`src/rtl/ppu_pkg.sv`:
```
// ---------------------------------------------------------------------------
// ppu_pkg
// Shared types and default constants for the PPU OAM address controller.
//   oam_state_e   : OAM DMA sequencer states (IDLE, XFER)
//   PPU_*         : default timing / sizing constants
//   cnt_width()   : width of the DMA byte counter for a given transfer length
// ---------------------------------------------------------------------------
package ppu_pkg;

  typedef enum logic {
    IDLE = 1'b0,
    XFER = 1'b1
  } oam_state_e;

  localparam int PPU_ADDR_W    = 8;
  localparam int PPU_DMA_LEN   = 256;
  localparam int PPU_CLR_START = 257;
  localparam int PPU_CLR_END   = 320;
  localparam int PPU_EVAL_TICK = 65;

  // The counter must hold DMA_LEN itself and always expose at least the
  // 8 low bits that form the low byte of the DMA source address.
  function automatic int cnt_width(input int len);
    return ($clog2(len + 1) < 8) ? 8 : $clog2(len + 1);
  endfunction

endpackage

```
`src/rtl/ppu_oam_dma_seq.sv`:
```
// ---------------------------------------------------------------------------
// ppu_oam_dma_seq
// OAM DMA byte sequencer: owns the DMA page/count registers and the
// IDLE/XFER FSM. It does not own OAMADDR; it hands an increment request and
// the selected write byte to the address register in the top level.
//
// Handshake: a byte is accepted on every clock where the FSM is in XFER and
// i_dma_valid is high; there is no back-pressure, the source simply holds
// i_dma_valid low when it has no byte.
//
// Ports
//   i_clk, i_rst_n : clock, async active-low reset
//   i_dma_start    : start strobe (page in i_cpu_din), ignored while busy
//   i_dma_valid    : DMA source byte present this cycle
//   i_cpu_din      : CPU write data (page on start, OAMDATA byte otherwise)
//   i_dma_din      : DMA source byte
//   o_busy         : FSM is in XFER
//   o_done         : high in the cycle the last byte is accepted
//   o_inc_req      : byte accepted this cycle (write OAM, bump OAMADDR)
//   o_wdata        : OAM write byte (DMA byte in XFER, CPU byte otherwise)
//   o_src_addr     : CPU address of the next DMA byte {page, count[7:0]}
//   o_state        : debug view of the FSM state
// ---------------------------------------------------------------------------
module ppu_oam_dma_seq
  import ppu_pkg::*;
#(
  parameter int DMA_LEN = PPU_DMA_LEN
) (
  input  logic        i_clk,
  input  logic        i_rst_n,
  input  logic        i_dma_start,
  input  logic        i_dma_valid,
  input  logic [7:0]  i_cpu_din,
  input  logic [7:0]  i_dma_din,
  output logic        o_busy,
  output logic        o_done,
  output logic        o_inc_req,
  output logic [7:0]  o_wdata,
  output logic [15:0] o_src_addr,
  output oam_state_e  o_state
);

  localparam int               CNT_W = cnt_width(DMA_LEN);
  localparam logic [CNT_W-1:0] LAST  = CNT_W'(DMA_LEN - 1);

  oam_state_e       r_state;
  oam_state_e       w_state_nxt;
  logic [7:0]       r_page;
  logic [7:0]       w_page_nxt;
  logic [CNT_W-1:0] r_count;
  logic [CNT_W-1:0] w_count_nxt;
  logic             w_take;
  logic             w_done;

  always_ff @(posedge i_clk or negedge i_rst_n) begin
    if (!i_rst_n) begin
      r_state <= IDLE;
      r_page  <= 8'h00;
      r_count <= '0;
    end else begin
      r_state <= w_state_nxt;
      r_page  <= w_page_nxt;
      r_count <= w_count_nxt;
    end
  end

  always_comb begin
    w_state_nxt = r_state;
    w_page_nxt  = r_page;
    w_count_nxt = r_count;
    w_take      = 1'b0;
    w_done      = 1'b0;
    case (r_state)
      IDLE: begin
        if (i_dma_start) begin
          w_state_nxt = XFER;
          w_page_nxt  = i_cpu_din;
          w_count_nxt = '0;
        end
      end
      XFER: begin
        if (i_dma_valid) begin
          w_take      = 1'b1;
          w_count_nxt = r_count + CNT_W'(1);
          if (r_count == LAST) begin
            w_done      = 1'b1;
            w_state_nxt = IDLE;
          end
        end
      end
      default: w_state_nxt = IDLE;
    endcase
  end

  assign o_busy     = (r_state == XFER);
  assign o_done     = w_done;
  assign o_inc_req  = w_take;
  assign o_wdata    = (r_state == XFER) ? i_dma_din : i_cpu_din;
  assign o_src_addr = {r_page, r_count[7:0]};
  assign o_state    = r_state;

endmodule

```
`src/rtl/ppu_oam_addr_ctrl.sv`:
```
// ---------------------------------------------------------------------------
// ppu_oam_addr_ctrl
// OAM address / write controller. Owns OAMADDR, sequences OAMDATA writes and
// OAM DMA, clears OAMADDR during the render clear window and captures the
// sprite-evaluation base address.
//
// Ports
//   i_clk, i_rst_n   : PPU clock, async active-low reset
//   i_oamaddr_wr     : CPU write strobe 0x2003 (data in i_cpu_din)
//   i_oamdata_wr     : CPU write strobe 0x2004 (data in i_cpu_din)
//   i_cpu_din        : CPU write data
//   i_dma_start      : CPU write strobe 0x4014 (page in i_cpu_din)
//   i_dma_valid      : DMA source byte available this cycle
//   i_dma_din        : DMA source byte
//   i_render_en      : sprite or background rendering enabled
//   i_line_active    : pre-render or visible scanline
//   i_tick           : PPU dot counter 0..340
//   o_dma_src_addr   : CPU address of next DMA byte
//   o_dma_busy       : DMA in progress
//   o_dma_done       : high in the cycle the last DMA byte is written
//   o_oam_we         : OAM RAM write enable
//   o_oam_waddr      : OAM RAM write address
//   o_oam_wdata      : OAM RAM write data
//   o_oamaddr_out    : current OAMADDR
//   o_eval_base      : OAMADDR captured at EVAL_TICK while rendering
// ---------------------------------------------------------------------------
module ppu_oam_addr_ctrl
  import ppu_pkg::*;
#(
  parameter int ADDR_W    = PPU_ADDR_W,
  parameter int DMA_LEN   = PPU_DMA_LEN,
  parameter int CLR_START = PPU_CLR_START,
  parameter int CLR_END   = PPU_CLR_END,
  parameter int EVAL_TICK = PPU_EVAL_TICK
) (
  input  logic              i_clk,
  input  logic              i_rst_n,
  input  logic              i_oamaddr_wr,
  input  logic              i_oamdata_wr,
  input  logic [7:0]        i_cpu_din,
  input  logic              i_dma_start,
  input  logic              i_dma_valid,
  input  logic [7:0]        i_dma_din,
  input  logic              i_render_en,
  input  logic              i_line_active,
  input  logic [8:0]        i_tick,
  output logic [15:0]       o_dma_src_addr,
  output logic              o_dma_busy,
  output logic              o_dma_done,
  output logic              o_oam_we,
  output logic [ADDR_W-1:0] o_oam_waddr,
  output logic [7:0]        o_oam_wdata,
  output logic [ADDR_W-1:0] o_oamaddr_out,
  output logic [ADDR_W-1:0] o_eval_base
);

  localparam logic [8:0] CLR_START_T = 9'(CLR_START);
  localparam logic [8:0] CLR_END_T   = 9'(CLR_END);
  localparam logic [8:0] EVAL_TICK_T = 9'(EVAL_TICK);

  logic [ADDR_W-1:0] r_oamaddr;
  logic [ADDR_W-1:0] w_oamaddr_nxt;
  logic [ADDR_W-1:0] r_eval_base;
  logic              w_rendering;
  logic              w_clr_win;
  logic              w_busy;
  logic              w_inc_req;
  logic              w_cpu_wr;
  logic [7:0]        w_wdata;
  oam_state_e        w_state;

  ppu_oam_dma_seq #(
    .DMA_LEN (DMA_LEN)
  ) u_dma_seq (
    .i_clk       (i_clk),
    .i_rst_n     (i_rst_n),
    .i_dma_start (i_dma_start),
    .i_dma_valid (i_dma_valid),
    .i_cpu_din   (i_cpu_din),
    .i_dma_din   (i_dma_din),
    .o_busy      (w_busy),
    .o_done      (o_dma_done),
    .o_inc_req   (w_inc_req),
    .o_wdata     (w_wdata),
    .o_src_addr  (o_dma_src_addr),
    .o_state     (w_state)
  );

  assign w_rendering = i_render_en && i_line_active;
  assign w_clr_win   = w_rendering && (i_tick >= CLR_START_T) && (i_tick <= CLR_END_T);

  // CPU OAMDATA writes reach the RAM only when idle and not rendering;
  // during rendering the write is dropped and only the address glitch remains.
  assign w_cpu_wr = (w_state == IDLE) && i_oamdata_wr && !w_rendering;

  always_comb begin
    w_oamaddr_nxt = r_oamaddr;
    if (w_clr_win) begin
      w_oamaddr_nxt = '0;
    end else if (!w_busy && i_oamaddr_wr) begin
      w_oamaddr_nxt = ADDR_W'(i_cpu_din);
    end else if (w_inc_req) begin
      w_oamaddr_nxt = r_oamaddr + ADDR_W'(1);
    end else if (!w_busy && i_oamdata_wr) begin
      w_oamaddr_nxt = r_oamaddr + (w_rendering ? ADDR_W'(4) : ADDR_W'(1));
    end
  end

  always_ff @(posedge i_clk or negedge i_rst_n) begin
    if (!i_rst_n) begin
      r_oamaddr   <= '0;
      r_eval_base <= '0;
    end else begin
      r_oamaddr <= w_oamaddr_nxt;
      if (w_rendering && (i_tick == EVAL_TICK_T)) begin
        r_eval_base <= r_oamaddr;
      end
    end
  end

  assign o_dma_busy    = w_busy;
  assign o_oam_we      = w_inc_req || w_cpu_wr;
  assign o_oam_waddr   = r_oamaddr;
  assign o_oam_wdata   = w_wdata;
  assign o_oamaddr_out = r_oamaddr;
  assign o_eval_base   = r_eval_base;

endmodule

```
`config.mk`:
```
export PLATFORM = sky130hd
export DESIGN_NAME = ppu_oam_addr_ctrl
export DESIGN_NICKNAME = d
export VERILOG_FILES = /design/src/rtl/ppu_pkg.sv /design/src/rtl/ppu_oam_dma_seq.sv /design/src/rtl/ppu_oam_addr_ctrl.sv
export SDC_FILE = /design/constraint.sdc
export NUM_CORES = 1
export LEC_CHECK = 0
export CAP_MARGIN = 10
export CELL_PAD_IN_SITES_DETAIL_PLACEMENT = 0
export CELL_PAD_IN_SITES_GLOBAL_PLACEMENT = 1
export CORE_MARGIN = 2
export CORE_UTILIZATION = 28
export CTS_CLUSTER_SIZE = 20
export DETAILED_ROUTE_END_ITERATION = 6
export PLACE_DENSITY_LB_ADDON = 0.1
export SLEW_MARGIN = 20
export SYNTH_ARGS = -nofsm -noshare
export SYNTH_HDL_FRONTEND = slang
export SYNTH_SLANG_ARGS = --single-unit
```
`constraint.sdc`:
```
create_clock -name i_clk -period 2.2 [get_ports i_clk]
set_clock_uncertainty 0.2 [all_clocks]
set_input_delay 0.44 -clock i_clk [delete_from_list [all_inputs] [get_ports i_clk]]
set_output_delay 0.44 -clock i_clk [all_outputs]
set_load 0.02 [all_outputs]
```
==> run_results.csv <==
group,metric,value,unit
run_status,status,"finished clean",
timing,worstMarginPinSlew,0.669,ns
logic_synthesis,synth_seq_area_share,0.442,
cells_and_area,n_antenna_cell,0,
floorplan,chipHeight,86.9,um
cells_and_area,layout-drive-gt1-share,0.306,
detailed_routing,met2_length,2.67,mm
logic_synthesis,ys_seq_elements,34,
logic_synthesis,yosys-top-cells-area,"dfrtp_1 44%, mux2_2 14%, buf_4 6.2%, nand2_1 3.9%, ha_1 3.3%",
global_route,grt_max_degree,29,
global_route,antenna_found_initial,0,
cells_and_area,layout-area-overhead-vs-synth,61.4,%
timing,finalCritPeriodShare,0.972,
critical_path,cp_num_buf_inv,2,
logic_synthesis,yosys_warnings,0,
cts,htree_levels,2,
cts,clockRootBuffer,"clkbuf_8",
logic_synthesis,synth_most_common_cell,"dfrtp_1",
logic_synthesis,ys_dominant_reg_cell,"dfrtp_1",
power_and_ir_drop,switching_power,875,uW
detailed_routing,vias,1749,
place,globalplace.congestion,0.713,
detailed_routing,wl_met3,298,um
global_route,grt-ovfl-total,0,
critical_path,arrival,1.50,ns
floorplan,core,0.00672,mm^2
power_and_ir_drop,p_leak,1.38,nW
detailed_routing,wire_per_inst,14.5,um
detailed_routing,antenna_left,0,
logic_synthesis,synth-edff-count,0,
cts,clk_path_buf_depth,2,
place,placed_cells,358,
floorplan,dieArea,0.00755,mm^2
global_route,track_usage,0.146,
place,hpwl,4.17,mm
detailed_routing,drt_iter0_markers,76,
power_and_ir_drop,pwr-share-comb,0.448,
critical_path,critPathKind,"flop to output pin",
logic_synthesis,ys_types,37,
critical_path,end_kind,"output pin",
cts,clock_sinks,34,
cells_and_area,fin_nets,325,
power_and_ir_drop,pwr-share-clk,0.199,
timing,slew_headroom,0.554,
detailed_routing,first_pass_iters,4,
timing,fmax,467,MHz
critical_path,path_delay_family,"buffers and inverters",
power_and_ir_drop,swShare,0.358,
timing,holdWs,0.306,ns
logic_synthesis,synth_top_area_frac,0.442,
global_route,grt_pass1_wl,8.43,mm
detailed_routing,wl_met1,2.32,mm
detailed_routing,top_layer_used,"met4",
timing,finalSetupViolCount,0,
floorplan,initial_utilization,0.286,
cts,clock_latency,0.29,ns
critical_path,required,1.56,ns
detailed_routing,drc,0,
timing,finalHoldViolations,0,
place,pre_cts_ws,-0.414,ns
critical_path,slowest_stage,"dfrtp_2",
logic_synthesis,synthTopCellsByCount,"34 x dfrtp_1, 24 x mux2_2, 20 x nand2_1",
cts,numCtsBuffers,5,
timing,drv_slew,0,
timing,rsz0062_at_grt,"no",
flow_run,max-cap-violations,0,
critical_path,startpoint_type,"flop",
power_and_ir_drop,seq_power_share,0.352,
cells_and_area,stdcell_count,368,
logic_synthesis,synth_fp_nets,222,
logic_synthesis,ys_async_sr_fraction,1.00,
cts,clk_pin_slew_worst_paths,0.07,ns
critical_path,path_cells,"buf_4 > mux2_2 > dlygate4sd2_1",
floorplan,io_pins,84,
cells_and_area,fillers,679,
timing,min_period,2.14,ns
critical_path,crit_path_max_incr_delay,0.38,ns
timing,finalWorstSetupSlack,0.0606,ns
cts,cts_tree,"built",
place,portBuffers,83,
logic_synthesis,syn-cell-area,0.00192,mm^2
power_and_ir_drop,max-vdd-ir-drop,474,uV
global_route,grt_pass1_vias,1719,
logic_synthesis,syn_area_per_cell,10.5,um^2
min_path,hold_class,"flop to flop",
floorplan,die_w,86.9,um
critical_path,critPathMaxFanout,7,
logic_synthesis,netlist_instances,184,
power_and_ir_drop,powerDensity,787,mW/mm^2
floorplan,rows,30,
detailed_routing,vias_per_cell,4.75,
power_and_ir_drop,intPower,1.57,mW
logic_synthesis,synth_top_area_cell,"dfrtp_1",
detailed_routing,wl,5.35,mm
-- routing by layer --
metal,track usage,up-vias
met5,0,-
met1,0.180,835
met3,0.0398,6
met4,0.0426,0
li1,-,855
met2,0.249,53
-- registers in the layout (all words and copies together) (netlist names) --
name,flops
o_eval_base,8
o_oam_waddr,8
u_dma_seq.o_busy,1
u_dma_seq.r_count,9
u_dma_seq.r_page,8
-- kinds of logic (layout without fill, tap and decap cells) --
| group | Yosys count | after routing | synth area share |
|---|---|---|---|
| adder cells (fa/ha/maj) | 5 | 5 | 0.0325 |
| AND/OR/NAND/NOR | 59 | 59 | 0.157 |
| AO/OA/AOI/OAI | 32 | 32 | 0.122 |
| multiplexers | 27 | 27 | 0.156 |
| XOR/XNOR | 1 | 1 | 0.00455 |
| buffers and inverters | 26 | 130 | 0.0858 |
| flip-flops | 34 | 34 | 0.442 |
-- through the flow --
stage	area, um^2	total power [mW]	utilization	setup TNS, ns
after floorplan	1960	1.49	-	-0.141
after global placement	2970	1.97	0.442	-7.29
after detailed placement	2970	1.97	0.442	-7.18
after CTS	3060	2.45	0.456	-0.0342
after global routing	3110	2.60	0.462	0
final	3110	2.44	0.462	0
-- repair_timing --
item | 4_1_cts | 5_1_grt
hold buffers | 1 | 0
setup endpoints to repair | 26 | 2
pin swaps | 3 | 5
gates resized for setup | 29 | 8
setup buffers | 0 | 1
endpoints found under the hold margin | 1 | 0
-- path summary, 6_finish.rpt --
kind	startpoint	endpoint	slack, ns	cells past startpoint
worst max-delay path	u_dma_seq.o_busy	o_oam_wdata[7]	0.06	3
worst min-delay path	u_dma_seq.r_count[8]	u_dma_seq.r_count[8]	0.31	2
worst max register to register	u_dma_seq.o_busy	o_oam_waddr[4]	0.22	9
worst min register to register	u_dma_seq.r_count[8]	u_dma_seq.r_count[8]	0.31	2
max in group asynchronous	i_rst_n	u_dma_seq.r_page[7]	0.71	3
min in group asynchronous	i_rst_n	u_dma_seq.r_count[1]	0.53	2
-- worst reg2reg max path: cells and delay by family (launching register included) --
family	cells	cell delay [ns]
adders and majority gates	1	0.20
DFF	1	0.42
AOI/OAI and AO/OA	4	0.65
and+or+nand+nor	2	0.17
buffers and inverters	2	0.23
-- placed cells by master (no fill, tap or decap), types with 3 or more instances in the layout --
cell type,count
clkdlybuf4s50_1,64
buf_4,36
dfrtp_1,33
mux2_2,24
nand2_1,18
dlygate4sd2_1,16
nor2_1,8
nand3_1,8
clkbuf_8,6
a21oi_1,5
o21ai_0,5
or4_1,4
nand4_1,3
a21o_1,3
o31ai_1,3
o211ai_1,3
mux2i_1,3
-- area by class of cell --
cell class,count,area [um^2],share of cell area
Timing Repair Buffer,120,1090,0.351
Multi-Input combinational cell,124,966,0.311
Sequential cell,34,852,0.274
Tap cell,80,100,0.0322
Clock buffer,7,86.3,0.0278
Inverter,2,7.51,0.00242
Clock inverter,1,5.00,0.00161
-- power groups by stage --
stage	Sequential [mW]	Combinational, mW	Clock [mW]
floorplan	0.955	0.535	0
global placement	0.873	1.09	0
detailed placement	0.876	1.10	0
CTS	0.863	1.09	0.498
global route	0.882	1.19	0.521
finish	0.860	1.10	0.487
Note: power is estimated with default switching activity, not from simulation.
